[config.mk]
export PLATFORM = sky130hd
export DESIGN_NAME = cluster_event_core_buffer
export DESIGN_NICKNAME = d
export VERILOG_FILES = /design/src/rtl/cluster_event_core_buffer.sv
export SDC_FILE = /design/constraint.sdc
export NUM_CORES = 1
export LEC_CHECK = 0
export CAP_MARGIN = 10
export CORE_ASPECT_RATIO = 0.7
export CORE_MARGIN = 5
export CORE_UTILIZATION = 42
export CTS_BUF_LIST = sky130_fd_sc_hd__clkbuf_4 sky130_fd_sc_hd__clkbuf_8
export DETAILED_ROUTE_END_ITERATION = 8
export PLACE_DENSITY = 0.84
export SYNTH_ARGS = -nofsm -noshare
export SYNTH_HDL_FRONTEND = slang
export SYNTH_SLANG_ARGS = --single-unit
[constraint.sdc]
create_clock -name clk_i -period 4.4 [get_ports clk_i]
set_clock_uncertainty 0.1 [all_clocks]
set_input_delay 0.66 -clock clk_i [delete_from_list [all_inputs] [get_ports clk_i]]
set_output_delay 0.66 -clock clk_i [all_outputs]
set_load 0.005 [all_outputs]
[src/rtl/cluster_event_core_buffer.sv]
// Per-core event buffer and wait-for-event sleep controller.
// Sticky event capture, software mask, core drain/clock-gate/wake handshake, sleep-cycle counter.
module cluster_event_core_buffer #(
   parameter logic [31:0] MASK_RST    = 32'h0000_0000,
   parameter int          SLEEP_CNT_W = 32
) (
   input  logic                   clk_i,
   input  logic                   rst_i,
   input  logic [31:0]            events_i,
   input  logic                   mask_we_i,
   input  logic [31:0]            mask_wdata_i,
   input  logic                   buf_clr_i,
   input  logic [31:0]            buf_clr_bits_i,
   input  logic                   wait_req_i,
   input  logic                   wait_clr_i,
   input  logic                   core_busy_i,
   output logic [31:0]            evt_mask_o,
   output logic [31:0]            evt_buffer_o,
   output logic [31:0]            evt_masked_o,
   output logic                   core_clk_en_o,
   output logic                   wait_ack_o,
   output logic                   sleeping_o,
   output logic [SLEEP_CNT_W-1:0] sleep_cnt_o
);

   // state  | meaning
   // ACTIVE | core running, accepts wait requests
   // DRAIN  | wait accepted, waiting for core pipeline to go idle
   // SLEEP  | core clock gated, waiting for a masked event
   // WAKE   | clock re-enabled, ack issued on exit
   typedef enum logic [1:0] {
      ST_ACTIVE = 2'd0,
      ST_DRAIN  = 2'd1,
      ST_SLEEP  = 2'd2,
      ST_WAKE   = 2'd3
   } state_t;

   state_t      state_q, state_d;
   logic [31:0] mask_q;
   logic [31:0] buf_q;
   logic [31:0] buf_d;
   logic [31:0] clr_vec;
   logic        clr_lat_q, clr_lat_d;
   logic        ack_q, ack_d;
   logic        clk_en_q;
   logic        pending;
   logic [SLEEP_CNT_W-1:0] cnt_q;

   // pending looks through the buffer so a same-cycle event counts
   assign pending = |((buf_q | events_i) & mask_q);

   always_comb begin
      clr_vec = buf_clr_i ? buf_clr_bits_i : 32'h0;
      if (ack_q && clr_lat_q)
         clr_vec = clr_vec | mask_q;
      buf_d = (buf_q & ~clr_vec) | events_i;
   end

   always_comb begin
      state_d   = state_q;
      ack_d     = 1'b0;
      clr_lat_d = clr_lat_q;
      case (state_q)
         ST_ACTIVE: begin
            if (wait_req_i) begin
               clr_lat_d = wait_clr_i;
               if (pending) ack_d   = 1'b1;
               else         state_d = ST_DRAIN;
            end
         end
         ST_DRAIN: begin
            if (pending)           state_d = ST_WAKE;
            else if (!core_busy_i) state_d = ST_SLEEP;
         end
         ST_SLEEP: begin
            if (pending) state_d = ST_WAKE;
         end
         ST_WAKE: begin
            state_d = ST_ACTIVE;
            ack_d   = 1'b1;
         end
         default: state_d = ST_ACTIVE;
      endcase
   end

   always_ff @(posedge clk_i or posedge rst_i) begin
      if (rst_i) begin
         state_q   <= ST_ACTIVE;
         mask_q    <= MASK_RST;
         buf_q     <= 32'h0;
         clr_lat_q <= 1'b0;
         ack_q     <= 1'b0;
         clk_en_q  <= 1'b1;
      end else begin
         state_q   <= state_d;
         buf_q     <= buf_d;
         clr_lat_q <= clr_lat_d;
         ack_q     <= ack_d;
         // dedicated flop keeps the gate enable free of decode glitches
         clk_en_q  <= (state_d != ST_SLEEP);
         if (mask_we_i) mask_q <= mask_wdata_i;
      end
   end

   always_ff @(posedge clk_i or posedge rst_i) begin
      if (rst_i)
         cnt_q <= '0;
      else if (state_q == ST_SLEEP && cnt_q != {SLEEP_CNT_W{1'b1}})
         cnt_q <= cnt_q + SLEEP_CNT_W'(1);
   end

   assign evt_mask_o    = mask_q;
   assign evt_buffer_o  = buf_q;
   assign evt_masked_o  = buf_q & mask_q;
   assign core_clk_en_o = clk_en_q;
   assign wait_ack_o    = ack_q;
   assign sleeping_o    = (state_q == ST_SLEEP);
   assign sleep_cnt_o   = cnt_q;

endmodule

* After elaboration in Yosys (flattened, before gate mapping)
Cells that the tools add are included.
** Storage, ports and cells
- Bits in registers :: 101
- Input bits :: 103
- Output and inout bits :: 131
** Cells by class
- $add $sub $neg :: 1
- Equality and inequality tests :: 5
- Multiplexer cells :: 11
- Bitwise gates (word level) :: 7
- Reductions and logical operators :: 5
** Operator list (number)
- $and A32 B32 Y32 :: 3
- $or A32 B32 Y32 :: 3
- $mux W32 :: 2
- $add A32 B1 Y32 const B :: 1
- $ne A32 B32 Y1 const B :: 1
- $not A32 Y32 :: 1
- $reduce_or A32 Y1 :: 1
- $mux W2 :: 5
- $pmux W2 S4 :: 1
- $eq A2 B2 Y1 const B :: 2
- $eq A2 B1 Y1 const B :: 1
- $logic_and A1 B1 Y1 :: 2
- $logic_not A2 Y1 :: 1
- $mux W1 :: 2
- $ne A2 B2 Y1 const B :: 1
- $pmux W1 S2 :: 1
- $reduce_and A2 Y1 :: 1

* Logic depth before layout (Yosys ltp)
Gate-level depths: netlist of the first run.
- Word-level depth :: 7
- Gate-level depth with buffers :: 7

* Worst setup path before layout of the first run
No wires, ideal clock.
- Path kind :: flip-flop to flip-flop
- Start :: reg state_q[0]
- End :: reg cnt_q[25], in the netlist sleep_cnt_o[25]
- Library setup time :: 0.124 ns
- Arrival :: 1.738 ns
- Data required time :: 4.176 ns
- Setup slack :: 2.438 ns
- Stages on the path, launching flop included :: 8
- Path buffers :: 0
- Period minus slack after synthesis :: 1.962 ns
- Cells stage by stage :: dfrtp_1 inv_1 ha_1 nand4_1 nor3_4 and3_2 nand4_1 xnor2_1
** On the way
- Word-level cells in the longest chain between the ends :: 2
** RTL lines
- start: declaration :: line 38 : state_t state_q, state_d;
- start signal: assignment :: line 95 : state_q <= state_d;
- $eq A2 B2 Y1
- via sleeping_o :: line 22 : output logic sleeping_o,
- $logic_and A1 B1 Y1 :: line 108 : else if (state_q == ST_SLEEP && cnt_q != {SLEEP_CNT_W{1'b1}})
- end signal: assignment :: line 109 : cnt_q <= cnt_q + SLEEP_CNT_W'(1);
- end: declaration :: line 47 : logic [SLEEP_CNT_W-1:0] cnt_q;
The timed path passes the listed nets, and every way through them passes these cells.
A chain may end at the register's enable or synchronous reset.

* Worst setup path in the final report of the first run
- Start :: reg state_q[0]
- End :: out sleeping_o
** On the way
- Word-level cells in the longest chain between the ends :: 1
** RTL lines
- $eq A2 B2 Y1 :: line 117 : assign sleeping_o = (state_q == ST_SLEEP);
- end: declaration :: line 22
No other way between the ends.

==> results of run 1 <==
## final cells by class
class,count,area share
repair buffers,237,0.313
multi-input cells,331,0.299
diodes,1,0.000332
clock inverters,2,0.00464
well taps,153,0.0254
inverters,5,0.00282
clock buffers,12,0.0202
flip-flops and latches,101,0.335
## cell families after synthesis
logic type	Yosys count	share of synthesized area
multiplexers	34	0.0787
flip-flops	101	0.520
AND/OR/NAND/NOR	187	0.204
adder cells (fa/ha/maj)	6	0.0154
XOR/XNOR	31	0.0558
AO/OA/AOI/OAI	73	0.109
buffers and inverters	20	0.0167
## cells in the final DEF, fill, tap and decap left out, drive strengths merged, types with 2 or more instances in the layout
| cell | n |
|---|---|
| and3 | 8 |
| nor3 | 6 |
| nand2 | 75 |
| nor2 | 12 |
| a31o | 32 |
| and4 | 5 |
| clkbuf | 12 |
| xor2 | 6 |
| xnor2 | 25 |
| mux2 | 34 |
| clkdlybuf4s50 | 233 |
| nand4 | 22 |
| o21ai | 33 |
| and2 | 39 |
| ha | 6 |
| inv | 5 |
| nand3 | 16 |
| nor4 | 2 |
| buf | 4 |
| dfrtp | 100 |
## metal layers
metal / global-route usage / up-vias / share of wire
met4: 0.0895 / 0 / 0.032
li1: - / 2066 / -
met2: 0.384 / 176 / 0.48
met5: 0 / - / 0
met3: 0.0557 / 34 / 0.062
met1: 0.296 / 2202 / 0.43
## power groups by stage
stage,Clock (mW),Combinational (mW),Sequential [mW]
floorplan,0,0.148,1.06
global placement,0,0.464,1.07
global route,0.642,0.504,1.06
CTS,0.606,0.475,1.05
finish,0.584,0.470,1.05
detailed placement,0,0.473,1.07
## sequential cells by signal (all words and copies together), names as in the netlist
signal         count
wait_ack_o         1
sleep_cnt_o       32
state_q            2
evt_buffer_o      32
clr_lat_q          1
evt_mask_o        32
core_clk_en_o      1
## stage by stage
step / hold slack, ps / total power [mW] / area [µm²] / std cells / utilization
after floorplan: 372 / 1.20 / 4860 / 452 / -
after global placement: 379 / 1.53 / 7360 / 827 / 0.659
after detailed placement: 387 / 1.54 / 7360 / 827 / 0.659
after CTS: 402 / 2.13 / 7550 / 841 / 0.676
after global routing: 425 / 2.21 / 7550 / 842 / 0.676
final: 401 / 2.11 / 7550 / 842 / 0.676
## worst paths after layout
| path | cells after the start | startpoint | endpoint | slack (ps) |
|---|---|---|---|---|
| setup / recovery | 3 | state_q[0] | sleeping_o | 1500 |
| hold / removal | 1 | sleep_cnt_o[26] | sleep_cnt_o[26] | 400 |
| setup reg to reg | 7 | state_q[0] | sleep_cnt_o[29] | 1790 |
| hold reg to reg | 1 | sleep_cnt_o[26] | sleep_cnt_o[26] | 400 |
| max in group asynchronous | 3 | rst_i | sleep_cnt_o[23] | 2530 |
| min in group asynchronous | 2 | rst_i | evt_buffer_o[12] | 780 |
==> impl_metrics.json, run 1 <==
{
  "switching_power_mw": 0.526,
  "cts_root_buf": "clkbuf_8",
  "fin_crit_sh": 0.659,
  "cts_buffer_depth": 2,
  "switching_share": 0.250,
  "post_cts_resized": 0,
  "power_frac_comb": 0.223,
  "cts_tree": "done",
  "multiInputGateArea_mm2": 0.00225,
  "maxCapViolCount": 0,
  "core_area_mm2": 0.0112,
  "cp_top_family": "buffers and inverters",
  "antenna_found_initial": 1,
  "dr.pass1.iters": 5,
  "p_int_mw": 1.58,
  "yosysUniqueCellTypes": 37,
  "via_count": 4478,
  "fin_nets": 794,
  "avgSynthCellArea_um2": 10.8,
  "grt_pass1_vias": 4540,
  "outcome": "complete, no violations",
  "cp_num_buf_inv": 2,
  "drive_gt1_frac": 0.145,
  "cts_setup_buffers": 0,
  "setup_violations": 0,
  "htreeDepth": 3,
  "crit_type": "reg -> out",
  "mappedNetlistArea_mm2": 0.00486,
  "hp-class": "reg -> reg",
  "insertion_delay_ps": 360,
  "required_ps": 3640,
  "hpwl_um": 12500,
  "globalplace.congestion": 0.909,
  "synthTopCellsByArea": "dfrtp_1, mux2_2, nand2_1",
  "ys_ff_latch": 101,
  "area_growth_pct": 55.2,
  "p_per_area_mw_per_mm2": 279,
  "clkTransAtPathRegs_ps": 90,
  "max_freq_ghz": 0.345,
  "initial_core_util": 0.435,
  "synth-edff-count": 0,
  "die_area_mm2": 0.0139,
  "cpPeakStageDelay_ps": 620,
  "cp.arrival_ps": 2140,
  "synthArstFlopShare": 1.00,
  "crit_path_end_kind": "output port",
  "yosysTopAreaCell": "dfrtp_1",
  "gr-usage-all-layers": 0.231,
  "crit_fanout": 15,
  "peakVddDrop_mv": 0.188,
  "fp.dieW_um": 139,
  "synth-main-ff-cell": "dfrtp_1",
  "seqCellArea_mm2": 0.00253,
  "rsz0062_at_grt": "false",
  "drtIter0Drc": 329,
  "setup_tns_ps": 0,
  "cp-start-kind": "register",
  "tightestPinTransition_ps": 994,
  "power_frac_clock": 0.277,
  "port_buffers": 233,
  "drcViolationCount": 0,
  "pre_cts_ws_ps": 1540,
  "avgViaCountPerCell": 5.32,
  "numClockSinks": 101,
  "synth_top_area_frac": 0.514,
  "netlist_instances": 452,
  "hold_violations": 0,
  "cts_hold_buf": 0,
  "power.leakage_nw": 3.01,
  "critical_path.cell_chain": "inv_1 -> ha_1 -> clkdlybuf4s50_1",
  "fin_ws_ps": 1500,
  "yosys_warnings": 0,
  "grt_pass1_wl_um": 25500,
  "cts_buffers": 9,
  "ys_top_cells_by_count": "dfrtp_1, nand2_1, and2_1",
  "postRouteAntennaNets": 0,
  "synth-seq-area-share": 0.520,
  "fillerInstances": 838,
  "p_seq_frac": 0.500,
  "min_period_ps": 2900,
  "grt_overflow": 0,
  "fp-row-count": 32,
  "io_pins": 234,
  "slew_headroom": 0.337,
  "slew_viol_final": 0,
  "synth_nets": 561,
  "grt_max_degree": 82,
  "routed_wl_um": 16000,
  "die_y_um": 100,
  "crit_path_top_delay_cell": "clkdlybuf4s50_1",
  "yosysMostFrequentCell": "dfrtp_1",
  "wire_per_inst_um": 19.0
}
Note: power is estimated with default switching activity, not from simulation.
==> run 2: changes to the inputs <==
==> constraint.sdc (replaced) <==
create_clock -name clk_i -period 2.8 [get_ports clk_i]
set_clock_uncertainty 0.1 [all_clocks]
set_input_delay 0.42 -clock clk_i [delete_from_list [all_inputs] [get_ports clk_i]]
set_output_delay 0.42 -clock clk_i [all_outputs]
set_load 0.005 [all_outputs]
==> impl_metrics.json, run 2 (synthesis gave the netlist of run 1 again) <==
{
  "outcome": "complete, no violations",
  "drcViolationCount": 0,
  "antenna_found_initial": 0,
  "cts_setup_buffers": 0,
  "slew_headroom": 0.622,
  "fin_ws_ps": 358,
  "power.leakage_nw": 3.03,
  "fin_crit_sh": 0.872,
  "cp-start-kind": "register",
  "rsz0062_at_grt": "false",
  "fp-row-count": 32,
  "die_y_um": 100,
  "cts_buffer_depth": 2,
  "insertion_delay_ps": 360,
  "cts_hold_buf": 0,
  "cp.arrival_ps": 1920,
  "fillerInstances": 823,
  "wire_per_inst_um": 19.4,
  "area_growth_pct": 56.3,
  "slew_viol_final": 0,
  "maxCapViolCount": 0,
  "power_mw": 3.34,
  "grt_max_degree": 102,
  "cts_root_buf": "clkbuf_8",
  "clkTransAtPathRegs_ps": 100,
  "peakVddDrop_mv": 0.254,
  "hold_violations": 0,
  "dr.pass1.iters": 4,
  "diodes": 0,
  "final_common_cell": "clkdlybuf4s50_1",
  "cts_tree": "done",
  "pre_cts_ws_ps": 372,
  "htreeDepth": 3,
  "avgViaCountPerCell": 5.33,
  "gr-usage-all-layers": 0.235,
  "routed_wl_um": 16400,
  "p_per_area_mw_per_mm2": 440,
  "grt_pass1_vias": 4605,
  "setup_tns_ps": 0,
  "crit_fanout": 15,
  "grt_overflow": 0,
  "io_pins": 234,
  "crit_path_end_kind": "output port",
  "final_cell_mix": "clkdlybuf4s50_1, dfrtp_1, nand2_1",
  "hp-class": "reg -> reg",
  "drive_gt1_frac": 0.154,
  "min_period_ps": 2440,
  "setup_violations": 0,
  "drtIter0Drc": 237,
  "port_buffers": 233,
  "reg2reg_slack_ps": 690,
  "required_ps": 2280,
  "grt_pass1_wl_um": 25800,
  "crit_type": "reg -> out",
  "cts_buffers": 9,
  "globalplace.congestion": 0.913,
  "max_freq_ghz": 0.409,
  "die_area_mm2": 0.0139,
  "tightestPinTransition_ps": 567,
  "postRouteAntennaNets": 0,
  "fp.dieW_um": 139,
  "hpwl_um": 12900,
  "fin_nets": 798,
  "numClockSinks": 101,
  "initial_core_util": 0.435,
  "via_count": 4514,
  "core_area_mm2": 0.0112
}
[run 2: timing repair]
item                                   in CTS  in global routing
setup endpoints to repair                   0                  1
resized for setup                           0                  1
endpoints found under the hold margin       0                  0
[run 2: layout make-up]
| cell class | count | area, µm² | area share |
|---|---|---|---|
| tap | 153 | 191 | 0.0252 |
| multi-input combinational | 331 | 2260 | 0.297 |
| clock inverter | 7 | 75.1 | 0.00987 |
| inverter | 5 | 22.5 | 0.00296 |
| clock buffer | 9 | 124 | 0.0163 |
| sequential | 101 | 2530 | 0.333 |
| timing repair buffer | 241 | 2400 | 0.316 |
[run 2: final timing paths]
path	start	end	cells past startpoint
min in group asynchronous	rst_i	evt_mask_o[13]	3
worst min-delay path	sleep_cnt_o[26]	sleep_cnt_o[26]	1
worst max-delay path	state_q[0]	sleeping_o	3
worst max register to register	state_q[0]	sleep_cnt_o[29]	7
worst min register to register	sleep_cnt_o[26]	sleep_cnt_o[26]	1
max in group asynchronous	rst_i	sleep_cnt_o[2]	3
[run 2: routing by layer]
| metal | wire, µm | global-route usage | vias up |
|---|---|---|---|
| li1 | - | - | 2075 |
| met1 | 6620 | 0.290 | 2222 |
| met2 | 8120 | 0.406 | 181 |
| met3 | 1180 | 0.0600 | 36 |
| met4 | 496 | 0.0850 | 0 |
| met5 | 0 | 0 | - |
[run 2: power by group]
| part | total, mW | internal [mW] | switching, mW |
|---|---|---|---|
| sequential | 1.66 | 1.55 | 0.111 |
| clock | 0.945 | 0.418 | 0.527 |
| combinational | 0.740 | 0.492 | 0.248 |
[run 2: per-stage QoR]
step | hold slack (ps) | instance area, µm² | utilization | std cells
detailed placement | 380 | 7400 | 0.663 | 831
CTS | 401 | 7600 | 0.680 | 847
floorplan | 372 | 4870 | - | 452
global route | 436 | 7600 | 0.681 | 847
global placement | 379 | 7400 | 0.663 | 831
finish | 398 | 7600 | 0.681 | 847
[run 2: critical path, cell delays in order, from the launching register on]
cell and delay [ps]:
dfrtp_1 430, inv_1 160, ha_2 400, clkdlybuf4s50_1 580
